`src/rtl/vga_scan.sv`:
```
// 640x480@60 VGA scan stage: pixel-enable divider, h/v counters, running frame-buffer
// address, and a one-pixel output register that keeps RGB and syncs aligned.
module vga_scan #(
  parameter int CLK_DIV = 4,
  parameter int RAM_LAT = 1,
  parameter int H_VIS   = 640,
  parameter int H_FP    = 16,
  parameter int H_SYNC  = 96,
  parameter int H_BP    = 48,
  parameter int V_VIS   = 480,
  parameter int V_FP    = 10,
  parameter int V_SYNC  = 2,
  parameter int V_BP    = 33,
  parameter int ADDR_W  = 19
) (
  input  logic              clk,
  input  logic              rst,
  output logic [ADDR_W-1:0] ramaddrb,
  input  logic [11:0]       ramdoutb,
  output logic [3:0]        vga_r,
  output logic [3:0]        vga_g,
  output logic [3:0]        vga_b,
  output logic              vga_hs,
  output logic              vga_vs,
  output logic              frame_start
);

  localparam int H_TOTAL = H_VIS + H_FP + H_SYNC + H_BP;
  localparam int V_TOTAL = V_VIS + V_FP + V_SYNC + V_BP;
  localparam int DW = (CLK_DIV > 1) ? $clog2(CLK_DIV) : 1;
  localparam int HW = $clog2(H_TOTAL);
  localparam int VW = $clog2(V_TOTAL);

  localparam logic [DW-1:0] DIV_LAST   = DW'(CLK_DIV - 1);
  localparam logic [HW-1:0] H_LAST     = HW'(H_TOTAL - 1);
  localparam logic [HW-1:0] H_VIS_C    = HW'(H_VIS);
  localparam logic [HW-1:0] H_VIS_LAST = HW'(H_VIS - 1);
  localparam logic [HW-1:0] HS_BEG     = HW'(H_VIS + H_FP);
  localparam logic [HW-1:0] HS_END     = HW'(H_VIS + H_FP + H_SYNC - 1);
  localparam logic [VW-1:0] V_LAST     = VW'(V_TOTAL - 1);
  localparam logic [VW-1:0] V_VIS_C    = VW'(V_VIS);
  localparam logic [VW-1:0] V_VIS_LAST = VW'(V_VIS - 1);
  localparam logic [VW-1:0] VS_BEG     = VW'(V_VIS + V_FP);
  localparam logic [VW-1:0] VS_END     = VW'(V_VIS + V_FP + V_SYNC - 1);

  // The output register samples ramdoutb one pixel period after the address moves,
  // so the RAM must answer within that window.
  if (RAM_LAT + 1 > CLK_DIV) begin : g_bad_lat
    $error("vga_scan: RAM_LAT+1 must not exceed CLK_DIV");
  end

  logic [DW-1:0] div_cnt;
  logic [HW-1:0] h_cnt;
  logic [VW-1:0] v_cnt;
  logic          pix_tick;
  logic          visible;
  logic          frame_last;
  logic          vis_last;
  logic          h_sync;
  logic          v_sync;

  // No handshake: the RAM port is always enabled and read-only; ramdoutb is
  // assumed valid RAM_LAT clks after ramaddrb changes.
  always_comb begin
    pix_tick   = (div_cnt == DIV_LAST);
    visible    = (h_cnt < H_VIS_C) && (v_cnt < V_VIS_C);
    frame_last = (h_cnt == H_LAST) && (v_cnt == V_LAST);
    vis_last   = (h_cnt == H_VIS_LAST) && (v_cnt == V_VIS_LAST);
    h_sync     = (h_cnt >= HS_BEG) && (h_cnt <= HS_END);
    v_sync     = (v_cnt >= VS_BEG) && (v_cnt <= VS_END);
  end

  always_ff @(posedge clk) begin
    if (rst) begin
      div_cnt     <= '0;
      h_cnt       <= '0;
      v_cnt       <= '0;
      ramaddrb    <= '0;
      vga_r       <= '0;
      vga_g       <= '0;
      vga_b       <= '0;
      vga_hs      <= 1'b1;
      vga_vs      <= 1'b1;
      frame_start <= 1'b0;
    end else begin
      frame_start <= pix_tick && frame_last;
      div_cnt     <= pix_tick ? '0 : div_cnt + DW'(1);
      if (pix_tick) begin
        h_cnt <= (h_cnt == H_LAST) ? '0 : h_cnt + HW'(1);
        if (h_cnt == H_LAST) begin
          v_cnt <= (v_cnt == V_LAST) ? '0 : v_cnt + VW'(1);
        end
        // Wrapping right after the last visible pixel keeps the address inside
        // the frame buffer through vertical blanking; it is already 0 at (0,0).
        if (frame_last || vis_last) begin
          ramaddrb <= '0;
        end else if (visible) begin
          ramaddrb <= ramaddrb + ADDR_W'(1);
        end
        {vga_r, vga_g, vga_b} <= visible ? ramdoutb : 12'h000;
        vga_hs <= ~h_sync;
        vga_vs <= ~v_sync;
      end
    end
  end

endmodule

```
`config.mk`:
```
export PLATFORM = sky130hd
export DESIGN_NAME = vga_scan
export DESIGN_NICKNAME = d
export VERILOG_FILES = /design/src/rtl/vga_scan.sv
export SDC_FILE = /design/constraint.sdc
export NUM_CORES = 1
export LEC_CHECK = 0
export ABC_AREA = 1
export BUFFER_PORTS_ARGS = -buffer_cell sky130_fd_sc_hd__clkbuf_2
export CELL_PAD_IN_SITES_DETAIL_PLACEMENT = 0
export CELL_PAD_IN_SITES_GLOBAL_PLACEMENT = 2
export CORE_ASPECT_RATIO = 1.2
export CORE_MARGIN = 10
export CORE_UTILIZATION = 28
export DETAILED_ROUTE_END_ITERATION = 6
export PLACE_DENSITY = 0.8
export SLEW_MARGIN = 20
export SYNTH_ARGS = -nofsm -noshare
export SYNTH_HDL_FRONTEND = slang
export SYNTH_SLANG_ARGS = --single-unit
```
`constraint.sdc`:
```
create_clock -name clk -period 1.5 [get_ports clk]
set_input_delay 0 -clock clk [delete_from_list [all_inputs] [get_ports clk]]
set_output_delay 0 -clock clk [all_outputs]
set_load 0.05 [all_outputs]
```
; After elaboration in Yosys (flattened, before gate mapping)
; Cells that the tools add are included.
[totals]
elab_cells = 43
ff_bits = 56
[op_classes]
n_eq_ne = 5
bitwise_logic = 2
reduce_logical = 11
order_cmp = 6
n_addsub = 4
n_mux = 5
[ops]
columns = operator, count
row1 = two-way mux 19 bit, 2
row2 = equality test 10 bit (second input constant), 3
row3 = adder 10 x 1 -> 10 bit (second input constant), 2
row4 = two-way mux 10 bit, 2
row5 = adder 19 x 1 -> 19 bit (second input constant), 1
row6 = two-way mux 12 bit, 1
row7 = equality test 10 x 9 -> 1 bit (second input constant), 1
row8 = >= comparator 10 bit (second input constant), 1
row9 = >= comparator 10 x 9 -> 1 bit (second input constant), 1
row10 = less-or-equal comparator 10 bit (second input constant), 1
row11 = less-or-equal comparator 10 x 9 -> 1 bit (second input constant), 1
row12 = < comparator 10 bit (second input constant), 1
row13 = < comparator 10 x 9 -> 1 bit (second input constant), 1
row14 = logical AND 1 bit, 6
row15 = AND reduction 2 bit, 2
row16 = adder 2 x 1 -> 2 bit (second input constant), 1
row17 = equality test 2 bit (second input constant), 1
row18 = inverter 1 bit, 2
row19 = nonzero test 2 bit, 1
row20 = OR reduction 2 bit, 1
row21 = logical OR 1 bit, 1

; Logic depth before layout (Yosys ltp)
[depth]
ltp_word = 5
ltp_mapped = 12
ltp_nobuf = 11

; Worst setup path after synthesis
; No wires, ideal clock.
[synth_path]
path_type = register -> register
from = register ramaddrb[0]
to = register ramaddrb[16]
stages_incl_launch_ff = 8
arrival_ps = 1744
slack_ps = -356
synth_period_minus_slack_ps = 1856
path_buffers = 0
setup_ps = 112
required_ps = 1388
cell_sequence = dfxtp_1 ha_1 inv_1 nor2_1 nand4_1 xor2_1 a21oi_2 nor2_1
[synth_via]
elab_chain_cells = 3
[synth_rtl]
columns = element, line_no
row1 = from (decl), 18  ; output logic [ADDR_W-1:0] ramaddrb,
row2 = from (signal assigned), 98  ; ramaddrb <= ramaddrb + ADDR_W'(1);
row3 = adder 19 x 1 -> 19 bit, 98
row4 = two-way mux 19 bit, 97  ; end else if (visible) begin
row5 = two-way mux 19 bit, 95  ; if (frame_last || vis_last) begin
; Every way passes these cells. The select of a mux whose other input is x is not followed.
; A chain may end at the register's enable or synchronous reset.

; Worst setup path in the final report
[layout_path]
from = register h_cnt[1]
to = register ramaddrb[14]
[layout_via]
elab_chain_cells = 5
elab_cells_between_ends = 10
[layout_rtl]
columns = element, line_no
row1 = from (decl), 53  ; logic [HW-1:0] h_cnt;
row2 = from (signal assigned), 89  ; h_cnt <= (h_cnt == H_LAST) ? '0 : h_cnt + HW'(1);
row3 = "parallel branches: the longest is 5 deep, another holds < comparator 10 bit", -
; Parallel ways; which one is timed is not known.

==> flow_summary_export.csv <==
group,metric,value,unit
run_status,status,"complete, but fails checks",
run_status,violations,"negative setup slack",
clocking,cts.sinks,56,
logic_synthesis,synth_warnings,0,
clocking,root_buffer,"clkbuf_16",
logic_synthesis,synth_top_area_share,35.4,%
floorplanning,pin_count,48,
floorplanning,core_area,11000,µm²
setup_path,end_kind,"flop",
placed_design,place.gp.congestion,0.818,
setup_path,crit_type,"reg -> reg",
logic_synthesis,syn-cell-area,3160,µm²
global_routing,grt_pass1_vias,3533,
flow_run,cap_violations,0,
cells_and_area,fin_util,43.6,%
detailed_routing,first_pass_iters,5,
placed_design,place_hpwl,7880,µm
setup_path,setup.worst_path.start,"h_cnt[1]",
clocking,cts_tree,"built",
pwr,power_density,656,nW/µm²
setup_path,cp_max_fo,3,
placed_design,placement.io_buffers,47,
logic_synthesis,synth-edff-count,0,
setup_path,start_kind,"flop",
min_path,hold_start,"div_cnt[0]",
detailed_routing,post_drt_wl_per_cell,14.3,µm
detailed_routing,route.antenna.remaining_nets,0,
logic_synthesis,yosys_register_bits,56,
cells_and_area,layout-drive-gt1-share,41.0,%
cells_and_area,finalNetCount,631,
detailed_routing,wl,10600,µm
global_routing,grt_antenna_before_repair,0,
detailed_routing,vias_per_cell,4.79,
pwr,ir_drop,0.567,mV
timing,setup_ws,-0.105,ns
clocking,htreeDepth,2,
logic_synthesis,synth_most_common_cell,"nand2_1",
global_routing,grt_max_degree,29,
logic_synthesis,synthTopCellsByCount,"101 x nand2_1, 79 x nor2_1, 60 x inv_1",
detailed_routing,routed-via-count,3564,
detailed_routing,drt_iter0_markers,131,
clocking,cts_made_buffers,5,
setup_path,r2r_start,"h_cnt[1]",
logic_synthesis,synthCells,470,
floorplanning,dieArea,16000,µm²
timing,hold_viol_final,0,
logic_synthesis,synth_top_cell_by_area,"dfxtp_1",
detailed_routing,drc_errors,0,
floorplanning,dieHeight,136,µm
logic_synthesis,synthArstFlopShare,0,%
global_routing,grt_pass1_wl,17100,µm
floorplanning,start_util,28.7,%
global_routing,grt-ovfl-total,0,
timing,max_slew_margin,78.7,%
clocking,clkTransAtPathRegs,0.08,ns
clocking,clk_latency,0.30,ns
timing,timing.final.crit_share,107,%
pwr,p_leak,2.10,nW
logic_synthesis,synth_area_leaders,"dfxtp_1 35%, nand2_1 12%, nor2_1 9.4%",
timing,finalClockSkew,0.00755,ns
logic_synthesis,synth_nets,490,
setup_path,cp_data_required_time,1.70,ns
timing,setup_viol,27,
floorplanning,rows,42,
floorplanning,die_w,117,µm
logic_synthesis,synth.distinct_cells,39,
logic_synthesis,ys_seq_area_share,35.4,%
timing,timing.hold.ws,0.432,ns
logic_synthesis,synth-main-ff-cell,"dfxtp_1",
cells_and_area,diodes,0,
timing,worst_pin_slew,0.316,ns
timing,period_minus_slack,1.60,ns
clocking,max-clock-path-buffers,2,
cells_and_area,synthToLayoutAreaGrowth,52.2,%
timing,max_freq,623,MHz
setup_path,arrival,1.81,ns
global_routing,grt_usage,13.4,%
timing,rsz0062_at_grt,"true",
min_path,hp-class,"reg -> reg",
timing,maxSlewViolCount,0,
logic_synthesis,syn_area_per_cell,6.73,µm²
-- state kept, by name, summed over array words and instances (netlist names) --
register and cells:
vga_hs 1, vga_b 4, vga_g 4, ramaddrb 19
vga_r 4, h_cnt 10, v_cnt 10, vga_vs 1
frame_start 1, div_cnt 2
-- through the flow --
step,area [µm²],instances,TNS [ns],total power (W),setup WS (ns)
finish,4810,744,-1.29,0.00316,-0.105
global route,4810,744,-4.30,0.00328,-0.178
CTS,4600,738,-2.57,0.00319,-0.125
detailed placement,4130,706,-2.86,0.00191,-0.202
global placement,4130,706,-2.23,0.00191,-0.153
floorplan,3250,470,-0.0436,0.00181,-0.0308
-- path summary, 6_finish.rpt --
path	to	slack, ns	depth (start not counted)
min	div_cnt[0]	0.43	1
max	ramaddrb[14]	-0.10	11
min reg2reg	div_cnt[0]	0.43	1
max reg2reg	ramaddrb[14]	-0.10	11
-- cell type report --
| class | instances | area (µm²) |
|---|---|---|
| Fill cell | 1171 | 6220 |
| Multi-Input combinational cell | 335 | 1980 |
| Sequential cell | 56 | 1170 |
| Timing Repair Buffer | 147 | 1100 |
| Inverter | 66 | 255 |
| Tap cell | 132 | 165 |
| Clock buffer | 5 | 125 |
| Clock inverter | 3 | 22.5 |
-- kinds of logic after synthesis --
logic type,count (synthesis),share of synthesized area (%)
and+or+nand+nor,276,39.9
buffers and inverters,80,10.6
DFF,56,35.4
AOI/OAI and AO/OA,46,10.1
xor gates and xnor gates,6,1.66
adders and majority gates,6,2.37
-- worst max-delay path, cell delays in order, from the launching register on --
cell	delay (ns)
dfxtp_2	0.36
ha_4	0.17
buf_4	0.10
buf_4	0.10
nand3_1	0.07
nor2_1	0.11
nand4_1	0.18
buf_4	0.19
nand3_2	0.05
nand3_2	0.06
nand2_2	0.09
nor2_1	0.04
-- placed cells by master, fill, tap and decap left out, types with 13 or more instances in the layout --
cell and instances:
a21oi_1 14, buf_4 78, clkbuf_2 47, dfxtp_1 29
dfxtp_2 22, dlygate4sd3_1 13, inv_1 57, nand2_1 88
nand2_2 16, nand3_1 39, nand4_1 19, nor2_1 61
nor2_2 18
-- report_power, final --
part / switching (W) / internal [W]
registers: 0.0000318 / 0.00152
clock network: 0.000593 / 0.000628
logic: 0.000255 / 0.000135
-- timing repair --
action / CTS / global route
setup endpoints to repair: 27 / 51
pin swaps: 10 / 29
setup buffers: 9 / 8
hold buffers: 13 / 0
hold endpoints to repair: 13 / 0
cloned: 2 / 0
gates resized for setup: 18 / 59
-- metal layers --
| layer | share of wire, % | routed length [µm] | vias up | GRT usage (%) |
|---|---|---|---|---|
| li1 | - | - | 1814 | - |
| met1 | 40 | 4220 | 1692 | 14.7 |
| met2 | 56 | 5940 | 50 | 25.2 |
| met3 | 3.2 | 345 | 8 | 2.29 |
| met4 | 1.2 | 123 | 0 | 3.99 |
| met5 | 0 | 0 | - | 0 |
(Power assumes the default switching activity.)
